## src/rtl/zxtres_audio_pkg.sv

```systemverilog
// Shared audio constants: default sample width, lock-loss timeout and the
// LRCLK channel encoding used by the I2S receive path.
package zxtres_audio_pkg;

    localparam int AUDIO_WIDTH_DEF   = 16;
    localparam int AUDIO_TIMEOUT_DEF = 1023;

    // Word-select encoding: LRCLK low carries the left channel.
    typedef enum logic {
        CH_LEFT  = 1'b0,
        CH_RIGHT = 1'b1
    } chan_e;

    // True when a sampled word-select level denotes the left channel.
    function automatic logic is_left(input logic lr);
        return (chan_e'(lr) == CH_LEFT);
    endfunction

endpackage

```

## src/rtl/i2s_sync_edge.sv

```systemverilog
// Synchroniser for the I2S bundle {din, lrclk, bclk} into the clk domain.
// All three inputs go through identical flop chains so that their relative
// alignment is preserved; a registered rise strobe marks bclk rising edges
// and is presented together with the lrclk/din values seen at that edge.
module i2s_sync_edge #(
    parameter int STAGES = 2
) (
    input  logic clk,
    input  logic reset_n,
    input  logic bclk_a,
    input  logic lrclk_a,
    input  logic din_a,
    output logic bclk_rise,
    output logic lrclk_sync,
    output logic din_sync
);

    // Bit 0 = bclk, bit 1 = lrclk, bit 2 = din
    logic [STAGES-1:0][2:0] chain_r;
    logic [2:0]             tail_s;
    logic                   bclk_prev_r;
    logic                   rise_r;
    logic                   lrclk_r;
    logic                   din_r;

    assign tail_s = chain_r[STAGES-1];

    // Identical multi-stage chains for the three asynchronous inputs
    always_ff @(posedge clk or negedge reset_n) begin
        if (!reset_n) begin
            chain_r <= '0;
        end else begin
            chain_r[0] <= {din_a, lrclk_a, bclk_a};
            for (int i = 1; i < STAGES; i++) begin
                chain_r[i] <= chain_r[i-1];
            end
        end
    end

    // Rise detection on synchronised bclk, with lrclk/din registered alongside
    always_ff @(posedge clk or negedge reset_n) begin
        if (!reset_n) begin
            bclk_prev_r <= 1'b0;
            rise_r      <= 1'b0;
            lrclk_r     <= 1'b0;
            din_r       <= 1'b0;
        end else begin
            bclk_prev_r <= tail_s[0];
            rise_r      <= tail_s[0] & ~bclk_prev_r;
            lrclk_r     <= tail_s[1];
            din_r       <= tail_s[2];
        end
    end

    assign bclk_rise  = rise_r;
    assign lrclk_sync = lrclk_r;
    assign din_sync   = din_r;

endmodule

```

## src/rtl/i2s_rx.sv

```systemverilog
// I2S receiver: deserialises MSB-first slots, pairs a left word with the
// following right word and presents both with a one-clk sample_valid pulse.
// Word alignment (locked) is acquired on the first slot boundary and lost
// after TIMEOUT clk cycles without a bclk rising edge.
module i2s_rx
    import zxtres_audio_pkg::*;
#(
    parameter int WIDTH       = AUDIO_WIDTH_DEF,
    parameter int SYNC_STAGES = 2,
    parameter int TIMEOUT     = AUDIO_TIMEOUT_DEF
) (
    input  logic             clk,
    input  logic             reset_n,
    input  logic             i2s_bclk,
    input  logic             i2s_lrclk,
    input  logic             i2s_din,
    output logic [WIDTH-1:0] left,
    output logic [WIDTH-1:0] right,
    output logic             sample_valid,
    output logic             frame_err,
    output logic             locked
);

    localparam int CW = $clog2(WIDTH + 1);
    localparam int TW = $clog2(TIMEOUT + 1);
    localparam logic [CW-1:0] CNT_FULL = CW'(WIDTH);
    localparam logic [CW-1:0] CNT_LAST = CW'(WIDTH - 1);
    localparam logic [CW-1:0] CNT_ONE  = CW'(1);
    localparam logic [TW-1:0] TO_MAX   = TW'(TIMEOUT);
    localparam logic [TW-1:0] TO_ONE   = TW'(1);

    logic             rise_s;
    logic             lr_s;
    logic             din_s;
    logic             boundary_s;

    logic [CW-1:0]    cnt_r,     cnt_n;
    logic [WIDTH-1:0] word_r,    word_n;
    logic [WIDTH-1:0] hold_r,    hold_n;
    logic             left_ok_r, left_ok_n;
    logic             locked_r,  locked_n;
    logic             prev_lr_r, prev_lr_n;
    logic             have_prev_r, have_prev_n;
    logic [TW-1:0]    to_cnt_r,  to_cnt_n;
    logic             pend_s;
    logic             ferr_s;

    logic [WIDTH-1:0] left_r;
    logic [WIDTH-1:0] right_r;
    logic             sample_valid_r;
    logic             frame_err_r;

    i2s_sync_edge #(
        .STAGES (SYNC_STAGES)
    ) u_sync (
        .clk        (clk),
        .reset_n    (reset_n),
        .bclk_a     (i2s_bclk),
        .lrclk_a    (i2s_lrclk),
        .din_a      (i2s_din),
        .bclk_rise  (rise_s),
        .lrclk_sync (lr_s),
        .din_sync   (din_s)
    );

    // The first rise after reset or lock loss only records lrclk, so a
    // partially observed slot can never be mistaken for a boundary.
    assign boundary_s = rise_s & have_prev_r & (lr_s != prev_lr_r);

    // Slot tracking, word assembly, pairing and lock/timeout next-state
    always_comb begin
        cnt_n       = cnt_r;
        word_n      = word_r;
        hold_n      = hold_r;
        left_ok_n   = left_ok_r;
        locked_n    = locked_r;
        prev_lr_n   = prev_lr_r;
        have_prev_n = have_prev_r;
        to_cnt_n    = to_cnt_r;
        pend_s      = 1'b0;
        ferr_s      = 1'b0;

        if (rise_s) begin
            to_cnt_n    = '0;
            prev_lr_n   = lr_s;
            have_prev_n = 1'b1;
            if (boundary_s) begin
                // Boundary bit is the previous slot's tail: never shifted.
                // A short slot (including one ending on bit WIDTH-1) is an error.
                if (locked_r && (cnt_r < CNT_FULL)) begin
                    ferr_s = 1'b1;
                    if (is_left(prev_lr_r)) begin
                        left_ok_n = 1'b0;
                    end else begin
                        left_ok_n = left_ok_r;
                    end
                end else begin
                    ferr_s = 1'b0;
                end
                locked_n = 1'b1;
                cnt_n    = '0;
                word_n   = '0;
            end else if (locked_r && (cnt_r < CNT_FULL)) begin
                word_n = {word_r[WIDTH-2:0], din_s};
                cnt_n  = cnt_r + CNT_ONE;
                if (cnt_r == CNT_LAST) begin
                    if (is_left(lr_s)) begin
                        hold_n    = word_n;
                        left_ok_n = 1'b1;
                    end else if (left_ok_r) begin
                        pend_s    = 1'b1;
                        left_ok_n = 1'b0;
                    end else begin
                        // Right word without a preceding left word: dropped
                        left_ok_n = 1'b0;
                    end
                end else begin
                    left_ok_n = left_ok_r;
                end
            end else begin
                // Unlocked, or slot already saturated: extra bits ignored
                cnt_n = cnt_r;
            end
        end else if (to_cnt_r == TO_MAX) begin
            locked_n    = 1'b0;
            left_ok_n   = 1'b0;
            cnt_n       = '0;
            word_n      = '0;
            have_prev_n = 1'b0;
        end else begin
            to_cnt_n = to_cnt_r + TO_ONE;
        end
    end

    // Internal state registers
    always_ff @(posedge clk or negedge reset_n) begin
        if (!reset_n) begin
            cnt_r       <= '0;
            word_r      <= '0;
            hold_r      <= '0;
            left_ok_r   <= 1'b0;
            locked_r    <= 1'b0;
            prev_lr_r   <= 1'b0;
            have_prev_r <= 1'b0;
            to_cnt_r    <= '0;
        end else begin
            cnt_r       <= cnt_n;
            word_r      <= word_n;
            hold_r      <= hold_n;
            left_ok_r   <= left_ok_n;
            locked_r    <= locked_n;
            prev_lr_r   <= prev_lr_n;
            have_prev_r <= have_prev_n;
            to_cnt_r    <= to_cnt_n;
        end
    end

    // Registered outputs: the stereo pair updates only together with sample_valid
    always_ff @(posedge clk or negedge reset_n) begin
        if (!reset_n) begin
            left_r         <= '0;
            right_r        <= '0;
            sample_valid_r <= 1'b0;
            frame_err_r    <= 1'b0;
        end else begin
            sample_valid_r <= pend_s;
            frame_err_r    <= ferr_s;
            if (pend_s) begin
                left_r  <= hold_r;
                right_r <= word_n;
            end else begin
                left_r  <= left_r;
                right_r <= right_r;
            end
        end
    end

    assign left         = left_r;
    assign right        = right_r;
    assign sample_valid = sample_valid_r;
    assign frame_err    = frame_err_r;
    assign locked       = locked_r;

endmodule

```

## config.mk

```make
export PLATFORM = sky130hd
export DESIGN_NAME = i2s_rx
export DESIGN_NICKNAME = d
export VERILOG_FILES = /design/src/rtl/zxtres_audio_pkg.sv /design/src/rtl/i2s_sync_edge.sv /design/src/rtl/i2s_rx.sv
export SDC_FILE = /design/constraint.sdc
export NUM_CORES = 1
export LEC_CHECK = 0
export CAP_MARGIN = 10
export CORE_ASPECT_RATIO = 0.9
export CORE_MARGIN = 5
export CORE_UTILIZATION = 30
export CTS_CLUSTER_DIAMETER = 40
export DETAILED_ROUTE_END_ITERATION = 7
export SYNTH_ARGS = -nofsm -noshare
export SYNTH_HDL_FRONTEND = slang
export SYNTH_SLANG_ARGS = --single-unit
```

## constraint.sdc

```tcl
create_clock -name clk -period 2 [get_ports clk]
set_input_delay 0.5 -clock clk [delete_from_list [all_inputs] [get_ports clk]]
set_output_delay 0.5 -clock clk [all_outputs]
set_load 0.005 [all_outputs]
```

==> metrics.md <==
| Metric | Value |
|---|---|
| Die area | 15,200 sq um |
| Core Region | about 13,000 sq um |
| PwrDens | 834 nW/um^2 |
| First-pass GRT wire length | 13,000 um |
| Worst rel slew slack | 0.705 |
| CTS root buffer | clkbuf_16 |
| Crit path required time | 2.23 ns |
| CP max FO | 23 |
| Mean Syn Cell Area | around 13 sq um |
| Vias per cell | approximately 4.8 |
| XOR/XNOR Fraction of Synth Area | 0.0113 |
| Total gr overflow | 0 |
| CTS Buf Count | 9 |
| Leakage power total | 0.00232 uW |
| Max Cap Viol | 0 |
| Clock tree buffer depth | 2 |
| Hold/Removal Path Class | primary input to async pin |
| Slew Limit Fails | 0 |
| PostCTS Resize Cnt | 1 |
| Clock Latency Late Sink | between 0.3 and 0.4 ns |
| Area grow syn2layout | 27.1% |
| Post-synth EDFFs | 0 |
| Ratio of cells with drive above 1 in the final layout | 0.216 |
| Largest family of logic cells by synthesized area | multiplexers |
| Most used DFF post-synth | dfrtp_1 |
| Most frequent cells in the layout | 95 x dfrtp_1, 38 x clkdlybuf4s50_1, 25 x nand2_1 |
| Hold Vio Cnt, Final | 0 |
| Total vias in the final route | approximately 2,500 |
| Port buffer count | 39 |
| Worst-path cell chain | ha_2 -> and3_1 -> ha_1 -> and4b_1 -> o2111ai_4 -> buf_12 -> mux2_2 |
| Post-CTS setup buffers | 0 |
| Std-Cell Rows | 39 |
| Gr usage total | 0.106 |
| Simple-gate portion of the synthesized area | 0.0723 |
| Clock skew | 0.0122 ns |
| Top cells by area, synth | dfrtp_1 62%, mux2_2 7.3%, mux2i_1 4.7%, a22o_1 4.1%, mux2_4 3.5% |
| Post-Synthesis Cell Area | about 3900 sq um |
| Yosys Warn Count | 0 |
| Outcome | complete, no violations |
| Avg WL per Cell | 14.4 um |
| Crit-path max cell delay | between 0.3 and 0.4 ns |
| ANT nets after route | 0 |
| Inserted Diodes | 0 |
| CP top delay family | flip-flops |
| Yosys top cell area share | 0.616 |
| WP buf/inv | 1 |
| Fin crit share | 0.971 |
| Register area share after synthesis | 0.616 |
| # setup viols final | 0 |
| Stages on worst setup path | 7 |
| Initial Utilization | 0.306 |
| Synth unique cells | 38 |
| Sink Count | between 90 and 100 |
| Complex-gate fraction of the synthesized area | 0.111 |
| Fin Hold WS | a little under 0.09 ns |
| VDD IR max | about 0.37 mV |
| Number of detailed-route iterations in the first pass | 4 |
| Startpoint types | flip-flop |
| CTS tree | done |
| Hold buffer count at cts | 0 |
| Final weighted congestion in routability-driven placement | a little under 0.8 |
| H-tree depth | 3 |
| Crit path max-delay cell type | dfrtp_1 |
| Post-Route WL | ~7500 um |
| Clock slew at reported path FFs | 0.07 ns |
| Critical Setup Path Class | flip-flop to flip-flop |
| RSZ-0062 raised after global routing | yes |
| Synth area leader | dfrtp_1 |
| Worst-Margin Slew | 0.441 ns |
| Post-synth ARST share | 1.00 |
| Top achievable clock speed | ~0.5 GHz |
| DRT iter0 DRCs | 79 |
| Hpwl dp | ~5200 um |
| CP Capture Type | flip-flop |
| Syn nets | about 300 |
| Die boundary width | about 130 um |
| Tmin final | 1.94 ns |
| DP Area | approximately 4600 sq um |
| Adder-cell area share of the yosys netlist | 0.00972 |
| Mapped Cells | a little under 300 |
| Initial antenna violation count | 0 |
| Data arrival, critical path | 2.17 ns |
| Post-synthesis mux area share | 0.155 |
| # DRC | 0 |
| Depth of the worst register-to-register path | 7 |
| Final Cell Area | a little under 5000 sq um |
| Largest net degree at the start of global routing | 37 |
| I/O pin total | 40 |
| Most common cell after layout, fill and taps aside | dfrtp_1 |
| Fin nets | 360 |
| Layout Utilization | 0.388 |
| FF+latch count, synth | 95 |
| Vias in the first global route | roughly 2,600 |
| Die boundary height | ~120 um |
| Layout fillers | between 1,000 and 1,500 |
through the flow:
step	total power, uW	std cells	setup slack (ns)	TNS, ns
final	4090	521	0.0574	0
after global routing	4270	521	-0.0146	-0.0174
after CTS	4150	521	0.0157	0
after detailed placement	2450	505	0.0135	0
after global placement	2440	505	0.0440	0
after floorplan	2280	296	0.00676	0
cells in the mapped netlist, drive strengths merged (3+ instances only):
cell,count
mux2,34
nand4,3
xor2,3
nor2b,3
mux2i,18
nand2,25
nor2,10
inv,8
o21ai,22
a22o,18
ha,3
a21oi,10
dfrtp,95
clkbuf,7
buf,7
nor3,3
a31oi,3
final cells by class:
class,instances,area [sq um],area share
repair buffers,59,579,0.118
clock inverters,6,57.6,0.0117
multi-input cells,179,1420,0.289
clock buffers,10,239,0.0487
well taps,164,205,0.0418
flip-flops and latches,95,2380,0.485
inverters,8,30.0,0.00612
metal layers:
layer / share of wire / global-route usage / vias to the layer above
met2: 0.46 / 0.159 / 33
met1: 0.48 / 0.142 / 1254
li1: - / - / 1174
met5: 0 / 0 / -
met3: 0.023 / 0.0204 / 16
met4: 0.030 / 0.0591 / 0
power by group:
part	internal [uW]	switching [uW]	leakage [uW]
sequential	1980	71.8	0.00129
combinational	163	193	0.000885
clock	910	771	0.000148
cell families after synthesis:
group | after synthesis
flops | 95
buf+inv | 22
xor+xnor | 5
fa+ha+maj | 3
mux | 52
simple gates | 56
compound gates | 63
worst register-to-register path: stages (launching register included):
cell and delay [ns]:
dfrtp_1 0.39, ha_2 0.19, and3_1 0.16, ha_1 0.19, and4b_1 0.23, o2111ai_4 0.14
buf_12 0.20, mux2_2 0.35
sequential cells by signal, indices dropped and copies added (netlist names), 3 cells and up:
register	count
to_cnt_r	10
cnt_r	5
left	16
hold_r	16
u_sync.chain_r	3
right	16
word_r	16
u_sync.tail_s	3
path summary, 6_finish.rpt:
| check | slack [ns] | to | start |
|---|---|---|---|
| hold reg to reg | 0.35 | u_sync.tail_s[2] | u_sync.chain_r[2] |
| setup / recovery | 0.06 | left[9] | cnt_r[0] |
| hold / removal | 0.09 | u_sync.chain_r[0] | reset_n |
| max in group asynchronous | 1.40 | hold_r[4] | reset_n |
| setup reg to reg | 0.06 | left[9] | cnt_r[0] |
| min in group clk | 0.35 | u_sync.tail_s[2] | u_sync.chain_r[2] |
No activity file was read; power rests on OpenSTA's default activity.
